File: config.mk
export PLATFORM = sky130hd
export DESIGN_NAME = hazard_stall_ctrl
export DESIGN_NICKNAME = d
export VERILOG_FILES = /design/src/rtl/hazard_stall_ctrl.sv
export SDC_FILE = /design/constraint.sdc
export NUM_CORES = 1
export LEC_CHECK = 0
export BUFFER_PORTS_ARGS = -buffer_cell sky130_fd_sc_hd__clkbuf_2
export CAP_MARGIN = 15
export CELL_PAD_IN_SITES_DETAIL_PLACEMENT = 2
export CELL_PAD_IN_SITES_GLOBAL_PLACEMENT = 2
export CORE_MARGIN = 10
export CORE_UTILIZATION = 24
export CTS_CLUSTER_DIAMETER = 60
export DETAILED_ROUTE_END_ITERATION = 12
export GPL_TIMING_DRIVEN = 0
export PLACE_DENSITY = 0.93
export SKIP_LAST_GASP = 1
export SLEW_MARGIN = 15
export SYNTH_ARGS = -nofsm -noshare
export SYNTH_HDL_FRONTEND = slang
export SYNTH_SLANG_ARGS = --single-unit
File: constraint.sdc
create_clock -name clock -period 3.4 [get_ports clock]
set_input_delay 0.85 -clock clock [delete_from_list [all_inputs] [get_ports clock]]
set_output_delay 0.85 -clock clock [all_outputs]
set_load 0.01 [all_outputs]
File: src/rtl/hazard_stall_ctrl.sv
// Load-use, mult/div occupancy and taken-branch stall/flush controller for the 5-stage pipeline.
// Optional macro HAZARD_PERF_CNT_EN adds the stall_cycles saturating performance counter output.
module hazard_stall_ctrl #(
    parameter int MD_LATENCY = 4,
    parameter int CNT_W      = 4
) (
    input  logic        clock,
    input  logic        reset_n,
    input  logic [4:0]  id_rs,
    input  logic [4:0]  id_rt,
    input  logic        id_uses_rt,
    input  logic        id_md_start,
    input  logic [4:0]  exe_rt,
    input  logic        exe_mem_read,
    input  logic        branch_taken,
    output logic        pc_write,
    output logic        ifid_write,
    output logic        ifid_flush,
    output logic        idexe_bubble,
    output logic        exmem_flush,
    output logic        md_busy,
    output logic        md_abort,
    output logic        dbg_state
`ifdef HAZARD_PERF_CNT_EN
    ,
    output logic [31:0] stall_cycles
`endif
);

    typedef enum logic [0:0] {
        RUN     = 1'b0,
        MD_BUSY = 1'b1
    } state_t;

    state_t             state, state_next;
    logic [CNT_W-1:0]   cnt, cnt_next;
    logic               lu;

    // Register zero is never a real producer, so it cannot create a load-use hazard.
    assign lu = exe_mem_read && (exe_rt != 5'd0) &&
                ((exe_rt == id_rs) || (id_uses_rt && (exe_rt == id_rt)));

    assign dbg_state = (state == MD_BUSY);

    always_ff @(posedge clock) begin
        if (!reset_n) begin
            state <= RUN;
            cnt   <= '0;
        end else begin
            state <= state_next;
            cnt   <= cnt_next;
        end
    end

    always_comb begin
        state_next   = state;
        cnt_next     = cnt;
        pc_write     = 1'b1;
        ifid_write   = 1'b1;
        ifid_flush   = 1'b0;
        idexe_bubble = 1'b0;
        exmem_flush  = 1'b0;
        md_busy      = 1'b0;
        md_abort     = 1'b0;

        if (branch_taken) begin
            ifid_flush   = 1'b1;
            idexe_bubble = 1'b1;
            exmem_flush  = 1'b1;
            if (state == MD_BUSY) begin
                md_abort   = 1'b1;
                state_next = RUN;
                cnt_next   = '0;
            end
        end else if (state == MD_BUSY) begin
            md_busy      = 1'b1;
            pc_write     = 1'b0;
            ifid_write   = 1'b0;
            idexe_bubble = 1'b1;
            cnt_next     = cnt - CNT_W'(1);
            if (cnt == CNT_W'(1)) begin
                state_next = RUN;
            end
        end else if (lu) begin
            pc_write     = 1'b0;
            ifid_write   = 1'b0;
            idexe_bubble = 1'b1;
        end else if (id_md_start) begin
            // The start cycle itself is not a stall; occupancy covers the remaining cycles.
            state_next = MD_BUSY;
            cnt_next   = CNT_W'(MD_LATENCY - 1);
        end
    end

`ifdef HAZARD_PERF_CNT_EN
    always_ff @(posedge clock) begin
        if (!reset_n) begin
            stall_cycles <= '0;
        end else if (!pc_write && (stall_cycles != 32'hFFFF_FFFF)) begin
            stall_cycles <= stall_cycles + 32'd1;
        end
    end
`endif

endmodule
# ---- After elaboration in Yosys (flattened, before gate mapping)
# Index checks and enable logic that the tools add are counted.
dict set report op_classes {
  add_sub_neg 1
  n_eq_ne 5
  muxes 19
  n_bitwise 1
  n_reduce_logical 8
}
# cell n
set ops {}
lappend ops {{2-to-1 mux 4 bit} 5}
lappend ops {{2-to-1 mux 1 bit} 14}
lappend ops {{== test 5 bit} 2}
lappend ops {{nonzero test 5 bit} 1}
lappend ops {{== test 4 x 1 -> 1 bit, second input constant} 1}
lappend ops {{subtractor 4 x 1 -> 4 bit, second input constant} 1}
lappend ops {{logical AND 1 bit} 3}
lappend ops {{AND reduction 3 bit} 1}
lappend ops {{inequality test 2 x 1 -> 1 bit, second input constant} 1}
lappend ops {{inequality test 2 bit, second input constant} 1}
lappend ops {{nonzero test 2 bit} 1}
lappend ops {{OR reduction 2 bit} 1}
lappend ops {{logical OR 1 bit} 1}
lappend ops {{NOT 1 bit} 1}
dict set report word_totals {
  register_bits 5
}

# ---- Depth between registers and ports, before layout
dict set report logic_depth {
  word_depth 7
  mapped_depth 7
}

# ---- Worst setup path after synthesis
# No wires, ideal clock.
dict set report synth_path {
  path_type {in2out}
  startpoint {input exe_rt[1]}
  endpoint {output pc_write}
  arrival_time_ns 1.995
  required_ns 2.550
  path_slack_ns 0.555
  path_stages 5
  path_buffers 1
  path_cell_list {or4_4 o21ai_2 a21oi_2 o21bai_1 buf_4}
}
dict set report synth_via {
  elab_chain_len 7
  elab_cells_between_ends 10
  classes_between {2 x eq/ne; 3 x mux; 5 x reduce/logical}
}
# element line_no
set synth_lines {}
lappend synth_lines {{start: declaration} 13} ;# input logic [4:0] exe_rt,
lappend synth_lines {{== test 5 bit} 41} ;# ((exe_rt == id_rs) || (id_uses_rt && (exe_rt == id_rt)));
lappend synth_lines {{logical AND 1 bit} 41}
lappend synth_lines {{logical OR 1 bit} 41}
lappend synth_lines {{logical AND 1 bit *} 40} ;# assign lu = exe_mem_read && (exe_rt != 5'd0) &&
lappend synth_lines {{2-to-1 mux 1 bit * (3 in series)} -}
lappend synth_lines {{end: declaration} 16} ;# output logic pc_write,
# Mark *: on every way between the ends. The rest lies on a longest branch, timed or not.

# ---- Worst setup path after layout
dict set report layout_path {
  startpoint {input exe_rt[3]}
  endpoint {output pc_write}
}
dict set report layout_via {
  elab_chain_len 7
  elab_cells_between_ends 10
  classes_between {2 x eq/ne; 3 x mux; 5 x reduce/logical}
}
# element line_no
set layout_lines {}
lappend layout_lines {{== test 5 bit} 41}
lappend layout_lines {{logical AND 1 bit} 41}
lappend layout_lines {{logical OR 1 bit} 41}
lappend layout_lines {{logical AND 1 bit *} 40}
lappend layout_lines {{2-to-1 mux 1 bit *} 84} ;# end else if (lu) begin
lappend layout_lines {{2-to-1 mux 1 bit *} 75} ;# end else if (state == MD_BUSY) begin
lappend layout_lines {{2-to-1 mux 1 bit *} 66} ;# if (branch_taken) begin
# Marks and branches as above.

==> results.cfg <==
[outcome]
status = finished clean

[sta]
hold_viol = 0
fmax_mhz = 316
rsz0062_at_grt = false
fin_ws_ns = 0.232
setup_viol = 0
fin_skew_ns = 0.000798
slew_headroom = 0.719
worst_pin_slew_ns = 0.421
fin_crit_ns = 3.17
fin_setup_tns_ns = 0
drv_slew = 0
fin_crit_sh = 0.932

[global_routing]
grt_max_degree = 12
grt_overflow_total = 0
grt_pass1_vias = 682
track_usage = 0.0893
grt_pass1_wl_mm = 3.11
antenna_found_initial = 0

[floorplan]
dieArea_um2 = 4450
die_h_um = 66.7
initial_core_util = 0.259
io_pins = 29
die_x_um = 66.7
row_count = 16
core_um2 = 2020

[cts]
cts-buffers-inserted = 3
cts_max_path_buffers = 2
postCtsSetupBuffers = 0
insertion_delay_ns = 0.24
cts_tree = done
cts_resized = 0
htreeDepth = 1
cts-root-buf = clkbuf_4
holdBufCountCts = 0
cts_sinks = 5
clk_pin_slew_ns = 0.05

[logic_synthesis]
yosys.area_share.simple = 0.251
synth_compound_area_frac = 0.261
netlist.area_leader.share = 0.191
synth-seq-cells = 5
netlist_instances = 65
synthesis.area_um2 = 523
synth_edf_count = 0
ys_warn_count = 0
ys_top_cells_by_count = xor2_1 (7), dfxtp_1 (5), nand2_1 (4)
synthAdderAreaFrac = 0.0478
synth-xor-area-share = 0.167
synthMuxAreaShare = 0
yosys-top-cells-area = dfxtp_1 (19%), xor2_1 (12%), xnor2_1 (5.0%)
synth_top_family_by_area = compound AO/OA/AOI/OAI gates
synth_cell_types = 35
ys.flop_type = dfxtp_1
synth-async-reset-ratio = 0
ys_seq_area_frac = 0.191
yosys.area.top_type = dfxtp_1
synthesis.nets = 88
synth_most_common_cell = xor2_1
syn_area_per_cell_um2 = 8.05

[critical_path]
rr_startpoint = cnt[0]$_SDFFE_PN0P_
endpoint_kind = output pin
critPathArrivalTime_ns = 2.32
crit_required_ns = 2.55
crit_fanout = 7
startpoint_type = input pin
startpoint = exe_rt[3]
critPathKind = input pin to output pin
rrSetupSlack_ns = 1.86
timing.rr.end = cnt[3]$_SDFFE_PN0P_
rr_worst_depth = 5
crit_path_end = pc_write

[pwr]
power.share.combinational = 0.351
p_leak_nw = 0.351
power_switching_mw = 0.0714
ir_worst_vdd_uv = 118
power_density_nw_per_um2 = 300
internal_power_mw = 0.146
seqPwrFrac = 0.321
swShare = 0.329
p_clk_frac = 0.328

[detailed_routing]
first_iter_violations = 38
vias = 589
wl_per_cell_um = 15.0
drc = 0
vias_per_cell = 4.75
ant_nets = 0
wirelength_mm = 1.86
first_pass_iters = 3

[layout]
layout-drive-gt1-share = 0.443
nFillCells = 255
diodes = 0
utilization = 0.358
syn_to_final_growth_pct = 38.3
final_area_um2 = 723
nets = 121

[placed_design]
placed_area_um2 = 697
hpwl_mm = 1.57
gp_congestion = 0.726
io_buffers = 28
dp_slack_ns = 0.191

[worst_hold_path]
hp-class = register to register

[job]
drv_cap = 0
[power groups by stage]
| stage | registers [mW] | clock network, mW | logic, mW |
|---|---|---|---|
| after floorplan | 0.0691 | 0 | 0.0452 |
| after global placement | 0.0698 | 0 | 0.0727 |
| after detailed placement | 0.0703 | 0 | 0.0769 |
| after CTS | 0.0697 | 0.0737 | 0.0781 |
| after global routing | 0.0703 | 0.0790 | 0.0867 |
| final | 0.0696 | 0.0712 | 0.0763 |
[kinds of logic after synthesis]
kind of cell,count (synthesis)
AO/OA/AOI/OAI,17
XOR/XNOR,10
adder cells (fa/ha/maj),2
buffers and inverters,8
flip-flops,5
AND/OR/NAND/NOR,23
[sequential cells by signal (all words and copies together) (netlist names)]
name,cells
cnt,4
dbg_state,1
[worst min path at each step]
stage / slack [ns] / endpoint / startpoint / cells after the start
floorplan: 0.57 / cnt[0]$_SDFFE_PN0P_ / cnt[0]$_SDFFE_PN0P_ / 3
finish: 0.66 / cnt[0]$_SDFFE_PN0P_ / cnt[0]$_SDFFE_PN0P_ / 3
CTS: 0.68 / dbg_state$_SDFF_PP0_ / cnt[3]$_SDFFE_PN0P_ / 2
global route: 0.74 / cnt[0]$_SDFFE_PN0P_ / cnt[0]$_SDFFE_PN0P_ / 3
global placement: 0.63 / cnt[0]$_SDFFE_PN0P_ / cnt[0]$_SDFFE_PN0P_ / 3
detailed placement: 0.66 / dbg_state$_SDFF_PP0_ / cnt[3]$_SDFFE_PN0P_ / 2
[metal layers]
| layer | global-route usage | part of all wire |
|---|---|---|
| met1 | 0.0857 | 0.40 |
| met2 | 0.156 | 0.47 |
| met3 | 0.0401 | 0.11 |
| met4 | 0.0471 | 0.019 |
| met5 | 0 | 0 |
[per-stage QoR]
step	hold WS, ns	power (mW)	std cells
floorplan	0.575	0.114	65
global placement	0.630	0.143	120
detailed placement	0.659	0.147	120
CTS	0.678	0.221	124
global route	0.737	0.236	124
finish	0.664	0.217	124
[final cells by class]
cell class	count	area, µm²	share of cell area
Multi-Input combinational cell	52	380	0.526
Timing Repair Buffer	28	140	0.194
Sequential cell	5	100	0.138
Tap cell	27	33.8	0.0467
Buffer	5	31.3	0.0433
Clock buffer	4	26.3	0.0363
Inverter	3	11.3	0.0156
[worst max-delay path, stage by stage]
cell and delay [ns]:
clkbuf_2 0.11, xor2_1 0.16, nor4_1 0.32, nand3_1 0.14
a21oi_2 0.34, o21bai_1 0.14, buf_4 0.15, clkbuf_2 0.12
[cells in the final DEF (no fill, tap or decap), types with 2 or more instances in the layout]
cell,n
clkbuf_2,28
xor2_1,7
dfxtp_1,5
nand2_1,4
inv_1,3
xnor2_1,3
nand3_1,3
nor2b_1,3
nor2_1,3
buf_4,3
clkbuf_4,3
clkbuf_1,2
nor3_1,2
a31o_2,2
o21ai_0,2
a22o_1,2
ha_1,2
(Power assumes the default switching activity.)
